--- src/rtl/rxpfc_pkg.sv ---
// Shared constants and types for the receive-side PAUSE/PFC control frame parser.
package rxpfc_pkg;

  localparam logic [47:0] CTRL_DA  = 48'h0180_C200_0001;
  localparam logic [15:0] CTRL_ET  = 16'h8808;
  localparam logic [15:0] OP_PAUSE = 16'h0001;
  localparam logic [15:0] OP_PFC   = 16'h0101;

  localparam int HDR_BYTES = 34;
  localparam int PAUSE_MIN = 18;
  localparam int PFC_MIN   = 34;

  typedef enum logic [0:0] {
    IDLE    = 1'b0,
    CAPTURE = 1'b1
  } state_t;

endpackage

--- src/rtl/rxpfc_pause_timer.sv ---
// Per-class pause countdown: count quanta of (subq) clocks; active mirrors the next count.
module pause_timer
  import rxpfc_pkg::*;
#(
  parameter int QUANTA_W = 16,
  parameter int SUBQ_W   = 8
) (
  input  logic                clk,
  input  logic                rst,
  input  logic                enable,
  input  logic                load,
  input  logic [QUANTA_W-1:0] load_val,
  input  logic [SUBQ_W-1:0]   subq,
  output logic                active
);

  logic [QUANTA_W-1:0] count_q, count_d;
  logic [SUBQ_W-1:0]   sub_q, sub_d, sub_last;

  // A programmed value of 0 behaves like 1, so the last sub-tick is 0 in both cases.
  assign sub_last = (subq == '0) ? '0 : subq - SUBQ_W'(1);

  always_comb begin
    count_d = count_q;
    sub_d   = sub_q;
    if (!enable) begin
      count_d = '0;
      sub_d   = '0;
    end else if (load) begin
      count_d = load_val;
      sub_d   = '0;
    end else if (count_q != '0) begin
      if (sub_q >= sub_last) begin
        sub_d   = '0;
        count_d = count_q - QUANTA_W'(1);
      end else begin
        sub_d = sub_q + SUBQ_W'(1);
      end
    end else begin
      sub_d = '0;
    end
  end

  always_ff @(posedge clk or posedge rst) begin
    if (rst) begin
      count_q <= '0;
      sub_q   <= '0;
      active  <= 1'b0;
    end else begin
      count_q <= count_d;
      sub_q   <= sub_d;
      active  <= (count_d != '0);
    end
  end

endmodule

--- src/rtl/rxpfc.sv ---
// RX MAC control parser: decodes PAUSE and PFC frames from a monitored AXIS stream
// and drives per-class pause timers, drop marking and frame statistics.
module rxpfc
  import rxpfc_pkg::*;
#(
  parameter int DATA_W      = 64,
  parameter int NUM_CLASSES = 8,
  parameter int QUANTA_W    = 16,
  parameter int SUBQ_W      = 8,
  parameter int STAT_W      = 32
) (
  input  logic                   clk,
  input  logic                   rst,
  input  logic [DATA_W-1:0]      tdata_i,
  input  logic [DATA_W/8-1:0]    tkeep_i,
  input  logic                   tvalid_i,
  input  logic                   tlast_i,
  input  logic                   tuser_i,
  output logic                   tuser_o,
  input  logic                   cfg_rx_pause_enable,
  input  logic                   cfg_pfc_enable,
  input  logic                   cfg_drop_ctrl,
  input  logic [SUBQ_W-1:0]      cfg_sub_quanta_count,
  output logic [NUM_CLASSES-1:0] rx_pause_active,
  output logic [STAT_W-1:0]      stat_pause_frames,
  output logic [STAT_W-1:0]      stat_pfc_frames
);

  localparam int BPB       = DATA_W / 8;
  localparam int CAP_BEATS = (HDR_BYTES + BPB - 1) / BPB;
  localparam int BC_W      = 3;
  localparam int LEN_W     = 8;

  state_t                 state_q;
  logic [BC_W-1:0]        beat_cnt_q, beat_idx;
  logic [HDR_BYTES*8-1:0] hdr_q, hdr_cur;
  logic [7:0]             hb [HDR_BYTES];
  logic [LEN_W-1:0]       bytes_seen;
  logic [15:0]            opcode, param;
  logic                   is_ctrl, eof, accept, pause_acc, pfc_acc;
  logic                   unused_sa;

  function automatic logic [LEN_W-1:0] popcount(input logic [BPB-1:0] keep);
    logic [LEN_W-1:0] n;
    n = '0;
    for (int k = 0; k < BPB; k++) n = n + LEN_W'(keep[k]);
    return n;
  endfunction

  // An SOF beat always lands at offset 0, whatever the counter holds.
  assign beat_idx = (state_q == IDLE) ? '0 : beat_cnt_q;

  always_comb begin
    hdr_cur = hdr_q;
    if (tvalid_i) begin
      for (int j = 0; j < HDR_BYTES; j++) begin
        for (int b = 0; b < BPB; b++) begin
          if (int'(beat_idx) * BPB + b == j) hdr_cur[8*j +: 8] = tdata_i[8*b +: 8];
        end
      end
    end
  end

  for (genvar j = 0; j < HDR_BYTES; j++) begin : g_hb
    assign hb[j] = hdr_cur[8*j +: 8];
  end

  assign is_ctrl    = ({hb[0], hb[1], hb[2], hb[3], hb[4], hb[5]} == CTRL_DA) &&
                      ({hb[12], hb[13]} == CTRL_ET);
  assign opcode     = {hb[14], hb[15]};
  assign param      = {hb[16], hb[17]};
  assign bytes_seen = LEN_W'(beat_idx) * LEN_W'(BPB) + popcount(tkeep_i);
  assign unused_sa  = ^{hb[6], hb[7], hb[8], hb[9], hb[10], hb[11]};

  assign eof       = tvalid_i & tlast_i;
  assign accept    = eof & tuser_i & cfg_rx_pause_enable & is_ctrl;
  assign pause_acc = accept & (opcode == OP_PAUSE) & (bytes_seen >= LEN_W'(PAUSE_MIN));
  assign pfc_acc   = accept & cfg_pfc_enable & (opcode == OP_PFC) &
                     (bytes_seen >= LEN_W'(PFC_MIN));

  // Drop marking ignores length and opcode: any control frame is hidden downstream.
  assign tuser_o = tuser_i & ~(cfg_drop_ctrl & eof & is_ctrl);

  always_ff @(posedge clk or posedge rst) begin
    if (rst) begin
      state_q    <= IDLE;
      beat_cnt_q <= '0;
      hdr_q      <= '0;
    end else if (tvalid_i) begin
      hdr_q <= hdr_cur;
      case (state_q)
        IDLE:    state_q <= tlast_i ? IDLE : CAPTURE;
        default: if (tlast_i) state_q <= IDLE;
      endcase
      if (tlast_i)                           beat_cnt_q <= '0;
      else if (beat_idx < BC_W'(CAP_BEATS)) beat_cnt_q <= beat_idx + BC_W'(1);
      else                                   beat_cnt_q <= beat_idx;
    end
  end

  always_ff @(posedge clk or posedge rst) begin
    if (rst) begin
      stat_pause_frames <= '0;
      stat_pfc_frames   <= '0;
    end else begin
      if (pause_acc) stat_pause_frames <= stat_pause_frames + STAT_W'(1);
      if (pfc_acc)   stat_pfc_frames   <= stat_pfc_frames + STAT_W'(1);
    end
  end

  for (genvar i = 0; i < NUM_CLASSES; i++) begin : g_class
    logic                load;
    logic [QUANTA_W-1:0] load_val;

    assign load     = pause_acc | (pfc_acc & param[i]);
    assign load_val = pfc_acc ? QUANTA_W'({hb[18+2*i], hb[19+2*i]}) : QUANTA_W'(param);

    pause_timer #(
      .QUANTA_W (QUANTA_W),
      .SUBQ_W   (SUBQ_W)
    ) u_timer (
      .clk      (clk),
      .rst      (rst),
      .enable   (cfg_rx_pause_enable),
      .load     (load),
      .load_val (load_val),
      .subq     (cfg_sub_quanta_count),
      .active   (rx_pause_active[i])
    );
  end

endmodule

--- config.mk ---
export PLATFORM = sky130hd
export DESIGN_NAME = rxpfc
export DESIGN_NICKNAME = d
export VERILOG_FILES = /design/src/rtl/rxpfc_pkg.sv /design/src/rtl/rxpfc_pause_timer.sv /design/src/rtl/rxpfc.sv
export SDC_FILE = /design/constraint.sdc
export NUM_CORES = 1
export LEC_CHECK = 0
export ABC_AREA = 0
export CORE_ASPECT_RATIO = 1.25
export CORE_UTILIZATION = 60
export CTS_CLUSTER_SIZE = 25
export DETAILED_ROUTE_END_ITERATION = 10
export PLACE_DENSITY = 0.89
export SETUP_SLACK_MARGIN = 0.4
export SLEW_MARGIN = 15
export SYNTH_ARGS = -nofsm -noshare
export SYNTH_HDL_FRONTEND = slang
export SYNTH_SLANG_ARGS = --single-unit
--- constraint.sdc ---
create_clock -name clk -period 23.8 [get_ports clk]
set_clock_uncertainty 0.15 [all_clocks]
set_input_delay 4.76 -clock clk [delete_from_list [all_inputs] [get_ports clk]]
set_output_delay 4.76 -clock clk [all_outputs]
set_load 0.02 [all_outputs]
# Word level (Yosys, flattened, before mapping)
# Cells that the tools add are included.
# word_totals
inputBits	88
out_inout_bits	73
register_bits	540
# classes
bitwise	29
reduce_logical	38
magnitude_cmp	11
muxes	321
n_eq_ne	239
add_sub_neg	35
# ops
cell	n
32-bit by 6-bit == test with 1-bit output, second input constant	112
8-bit two-way mux	276
32-bit by 5-bit == test with 1-bit output, second input constant	56
32-bit by 4-bit == test with 1-bit output, second input constant	28
16-bit two-way mux	40
32-bit by 3-bit == test with 1-bit output, second input constant	14
272-bit two-way mux	1
32-bit zero test	8
16-bit nonzero test	16
32-bit by 2-bit == test with 1-bit output, second input constant	7
32-bit by 7-bit == test with 1-bit output, second input constant	7
16-bit by 1-bit subtractor with 16-bit output, second input constant	8
32-bit by 1-bit adder with 32-bit output, second input constant	2
8-bit by 1-bit adder with 8-bit output, second input constant	8
8-bit greater-or-equal comparator	8
7-bit by 6-bit == test with 1-bit output, second input constant	7
48-bit by 41-bit == test with 1-bit output, second input constant	1
7-bit nonzero test	5
6-bit by 3-bit adder with 7-bit output, second input constant	4
1-bit bitwise AND	20
16-bit by 1-bit == test with 1-bit output, second input constant	1
16-bit == test, second input constant	1
16-bit by 9-bit == test with 1-bit output, second input constant	1
6-bit by 2-bit adder with 7-bit output, second input constant	2
other kinds (24)	40

# Logic depth before layout (Yosys ltp)
# logic_depth
depth_word	22
depth_mapped	21
depth_no_buf	17

# Cells and area by module
# Synthesis repeated with hierarchy kept, for this count alone.
# unflattened
hier_cells	3164
area_unflattened_um2	30255.3
# by_module_without_submodules
module	cells_per_inst	instances	seq_area_each_um2	area_each_um2
rxpfc	1239	1	7307.0	14223.6
pause_timer (g_class[0].u_timer ...)	243	5	625.6	2028.2
pause_timer (g_class[2].u_timer)	247	1	625.6	2014.4
pause_timer (g_class[3].u_timer)	238	1	625.6	2009.4
pause_timer (g_class[4].u_timer)	225	1	625.6	1866.8

# Least setup slack after synthesis
# OpenSTA, ideal clock, no wires.
# synth_timing
path_type	in2out
start	input tdata_i[44]
end	output tuser_o
path_buffers	0
arrival_ps	6171
setup_slack_ps	12719
required_ps	18890
stages	5
path_cell_list	nor4_1 -> nand4b_1 -> nor4_1 -> o211a_1 -> a21boi_0
# synth_via
elab_chain_len	9
elab_cells_between_ends	31
classes_between	eq/ne (2); mux (25); bitwise (3); reduce/logical (1)
# synth_rtl
element	line	rtl
start: declaration	rxpfc.sv:14	input logic [DATA_W-1:0] tdata_i,
8-bit two-way mux (3 in series)	rxpfc.sv:58	if (int'(beat_idx) * BPB + b == j) hdr_cur[8*j +: 8] = tdata_i[8*b +: 8];
272-bit two-way mux (*)	rxpfc.sv:55	if (tvalid_i) begin
48-bit by 41-bit == test with 1-bit output or 16-bit == test (tied branches)	rxpfc.sv:68, rxpfc.sv:69	
1-bit logical AND (*)	rxpfc.sv:68	assign is_ctrl = ({hb[0], hb[1], hb[2], hb[3], hb[4], hb[5]} == CTRL_DA) &&
1-bit bitwise AND (*)	rxpfc.sv:82	assign tuser_o = tuser_i & ~(cfg_drop_ctrl & eof & is_ctrl);
1-bit NOT (*)	rxpfc.sv:82	
1-bit bitwise AND (*)	rxpfc.sv:82	
end: declaration	rxpfc.sv:19	output logic tuser_o,
# Every way passes the cells marked *; elsewhere a longest branch is shown, timed or not.

# Worst setup path in the final report
# layout_timing
start	input tvalid_i
end	output tuser_o
# layout_via
elab_chain_len	6
elab_cells_between_ends	9
classes_between	eq/ne (2); mux (1); bitwise (5); reduce/logical (1)
# layout_rtl
element	line	rtl
start: declaration	rxpfc.sv:16	input logic tvalid_i,
272-bit two-way mux	rxpfc.sv:55	
48-bit by 41-bit == test with 1-bit output or 16-bit == test (tied branches)	rxpfc.sv:68, rxpfc.sv:69	
1-bit logical AND	rxpfc.sv:68	
1-bit bitwise AND (*)	rxpfc.sv:82	
1-bit NOT (*)	rxpfc.sv:82	
1-bit bitwise AND (*)	rxpfc.sv:82	
# Marks and branches as above.

==> results.yml <==
finish:
  nets: 2940
  register_area_sq_um: 12300
  drive_gt1_share_pct: 12.5
  syn_to_final_growth_pct: 14.6
  multiInputGateArea_sq_um: 13500
  stdcell_area_sq_um: 30500
  n_fill_cell: 3004
place:
  dpl-instance-area_sq_um: 28800
  place_ws_ns: 11.12
  place.gp.congestion: 1.06
  place_hpwl_um: 58000
  io_buffers: 160
yosys:
  netlist-cell-type-count: 83
  syn-cell-area_sq_um: 26600
  synth_cells: 2603
  syn_avg_cell_area_sq_um: 10.2
  synth_nets: 2794
  synth-edff-count: 0
  yosys_warnings: 0
  ys_top_cells_by_area: "dfrtp_1 46%, mux2_2 8.2%, ha_1 4.7%, xnor2_1 3.6%, xor2_1 3.6%"
  async_flop_share_pct: 100
  yosysTopAreaCell: "dfrtp_1"
  synth-main-ff-cell: "dfrtp_1"
  synth_top_area_share_pct: 46.3
  synth_seq_cells: 492
  ys_seq_area_share_pct: 46.3
clocking:
  clkSlewWorstSetupHoldPaths_ns: 0.06
  holdBufCountCts: 0
  cts_setup_buffers: 0
  cts_tree: "yes"
  cts_buffer_depth: 3
  clkSinkCount: 492
  clockRootBuffer: "clkbuf_16"
  cts_max_level: 2
  cts_resized: 0
  insertion_delay_ns: 0.63
  cts_buffers: 49
drt:
  finalWirelength_um: 84000
  drt_iter0_drc: 2840
  dr.pass1.iters: 8
  num_vias: 22700
  route.detailed.drc: 0
  viasPerCell: 6.77
  antenna_left: 0
  wl_per_cell_um: 25.0
hold_path:
  holdPathEnd: "stat_pause_frames[31]"
  worstHoldPathCells: 1
  hold_class: "flop to flop"
  min_from: "stat_pause_frames[31]"
worst_setup_path:
  cp.buffers_inverters: 2
  worstPathRequired_ns: 18.89
  cp_top_family: "compound AO/OA/AOI/OAI gates"
  path_class: "primary input to output pin"
  cp_slowest_cell: "clkdlybuf4s50_1"
  r2r_end: "g_class[0].u_timer.active"
  worstRegToRegCells: 13
  worstPathCellList: "clkdlybuf4s50_1 -> a21boi_2 -> nand3_1 -> o32ai_1 -> o211a_1 -> a21boi_0 -> clkdlybuf4s50_1"
  arrival_ns: 7.85
  cp-start-kind: "primary input"
  critPathMaxFanout: 13
  r2r_slack_ns: 18.15
  crit_path_end_kind: "output pin"
  cp_common_cell: "clkdlybuf4s50_1"
  crit-reg2reg-launch: "state_q"
  max_stage_delay_ns: 0.80
floorplanning:
  die_w_um: 190
  die-height_um: 237
  dieArea_sq_um: 45200
  core_sq_um: 43400
  num_io_pins: 161
  initial_core_util_pct: 61.3
  rows: 85
power_and_ir_drop:
  leakagePower_uw: 0.0142
  vdd_drop_max_uv: 74.0
  cellPowerDensity_nw_per_um2: 79.9
timing:
  hold_viol_final: 0
  slew_viol_final: 0
  max-slew-margin-rel_pct: 9.95
  rsz0062_at_grt: "no"
  period_needed_ns: 12.76
  worstMarginPinSlew_ns: 1.34
  finalSetupViolations: 0
  setup_slack_ns: 11.04
  timing.fmax_mhz: 78.4
  setup_tns_ns: 0
  timing.final.crit_share_pct: 53.6
global_route:
  grt_pass1_wl_um: 131000
  grt_pass1_vias: 23000
  track_usage_pct: 37.8
  overflow: 0
  grt_antenna_before_repair: 3
  grt_max_degree: 158
status:
  status: "finished clean"
flow_run:
  cap_violations: 0
[final cells by class]
class | instances | area share [%]
Timing Repair Buffer | 188 | 5.98
Sequential cell | 492 | 40.4
Multi-Input combinational cell | 1920 | 44.4
Inverter | 98 | 1.23
Tap cell | 565 | 2.32
Clock inverter | 23 | 1.05
Antenna cell | 3 | 0.0246
Clock buffer | 68 | 4.65
[cell usage after synthesis (19+ instances only)]
cell      number
nand2_1      168
mux2_2       194
nand3_1      116
xor2_1       108
clkbuf_1      54
or4_1         21
nor4b_1       29
a211oi_1      30
or3_1         21
and3_1        51
inv_1         97
nand2b_1      21
nor2_1       236
nor4_1        69
ha_1          99
o21ai_0      108
mux2i_1       44
nand4_1       46
nor3_1        78
dfrtp_1      492
xnor2_1      110
a21oi_1       74
o21a_1        19
o211ai_1      35
o31ai_1       23
[metal layers]
metal / up-vias / share of wire (%) / wire [um] / GRT usage, %
met5: - / 0.062 / 52 / 0
met4: 8 / 8.7 / 7270 / 27.6
met3: 473 / 9.7 / 8180 / 9.86
met2: 1392 / 46 / 38800 / 59.6
met1: 11100 / 35 / 29600 / 44.7
li1: 9717 / - / - / -
[cell families after synthesis]
group           share of synthesized area, %
simple gates                            18.3
flops                                   46.3
compound gates                          10.5
mux                                     9.87
xor+xnor                                7.18
buf+inv                                 2.94
fa+ha+maj                               4.96
[metrics by stage]
stage               hold WS, ns  instances  utilization (%)  power (uW)
floorplan                 0.295       2603                -        1330
global placement          0.305       3263             66.3        1530
detailed placement        0.319       3263             66.3        1550
CTS                       0.332       3354             70.3        2390
global route              0.345       3354             70.3        2500
finish                    0.324       3357             70.3        2440
[registers in the layout, summed over array words and instances (netlist names)]
register                 count
g_class.u_timer.count_q    128
state_q                      1
hdr_q                      224
g_class.u_timer.sub_q       64
stat_pause_frames           32
beat_cnt_q                   3
g_class.u_timer.active       8
stat_pfc_frames             32
[worst reg2reg max path: stages, from the launching register on]
cell and delay, ns:
dfrtp_1 0.57, nand2_1 0.18, inv_1 0.17, ha_1 0.31, inv_1 0.11, or3_1 0.38
o22ai_1 0.60, o2111ai_2 0.77, a21oi_2 0.81, o21ai_0 0.23, o211a_1 0.19, or4_1 0.46
nor4b_1 0.40, nand4b_1 0.16
[power by group]
| group | leakage [uW] | switching, uW | total (uW) | internal [uW] |
|---|---|---|---|---|
| clock | 0.000853 | 353 | 838 | 485 |
| combinational | 0.00685 | 363 | 545 | 182 |
| sequential | 0.00651 | 71.1 | 1060 | 984 |
[placed cells by master (no fill, tap or decap), drive strengths merged, types with 69 or more instances in the layout]
| master | Yosys | final |
|---|---|---|
| xnor2 | 110 | 110 |
| nand2 | 169 | 169 |
| ha | 99 | 99 |
| o21ai | 115 | 115 |
| a21oi | 75 | 75 |
| dfrtp | 492 | 492 |
| nor3 | 81 | 81 |
| nor2 | 239 | 239 |
| mux2 | 194 | 194 |
| xor2 | 108 | 108 |
| clkdlybuf4s50 | 0 | 159 |
| nor4 | 69 | 69 |
| nand3 | 118 | 118 |
| inv | 98 | 100 |
[worst max-delay path by stage]
stage | start | end | slack, ns | cells after the start
after detailed placement | tvalid_i | tuser_o | 11.12 | 7
after floorplan | rst | beat_cnt_q[0] | 5.16 | 1
final | tvalid_i | tuser_o | 11.04 | 7
after global routing | tvalid_i | tuser_o | 10.94 | 7
after global placement | tvalid_i | tuser_o | 11.26 | 7
after CTS | tvalid_i | tuser_o | 11.14 | 7
(Power assumes the default switching activity.)
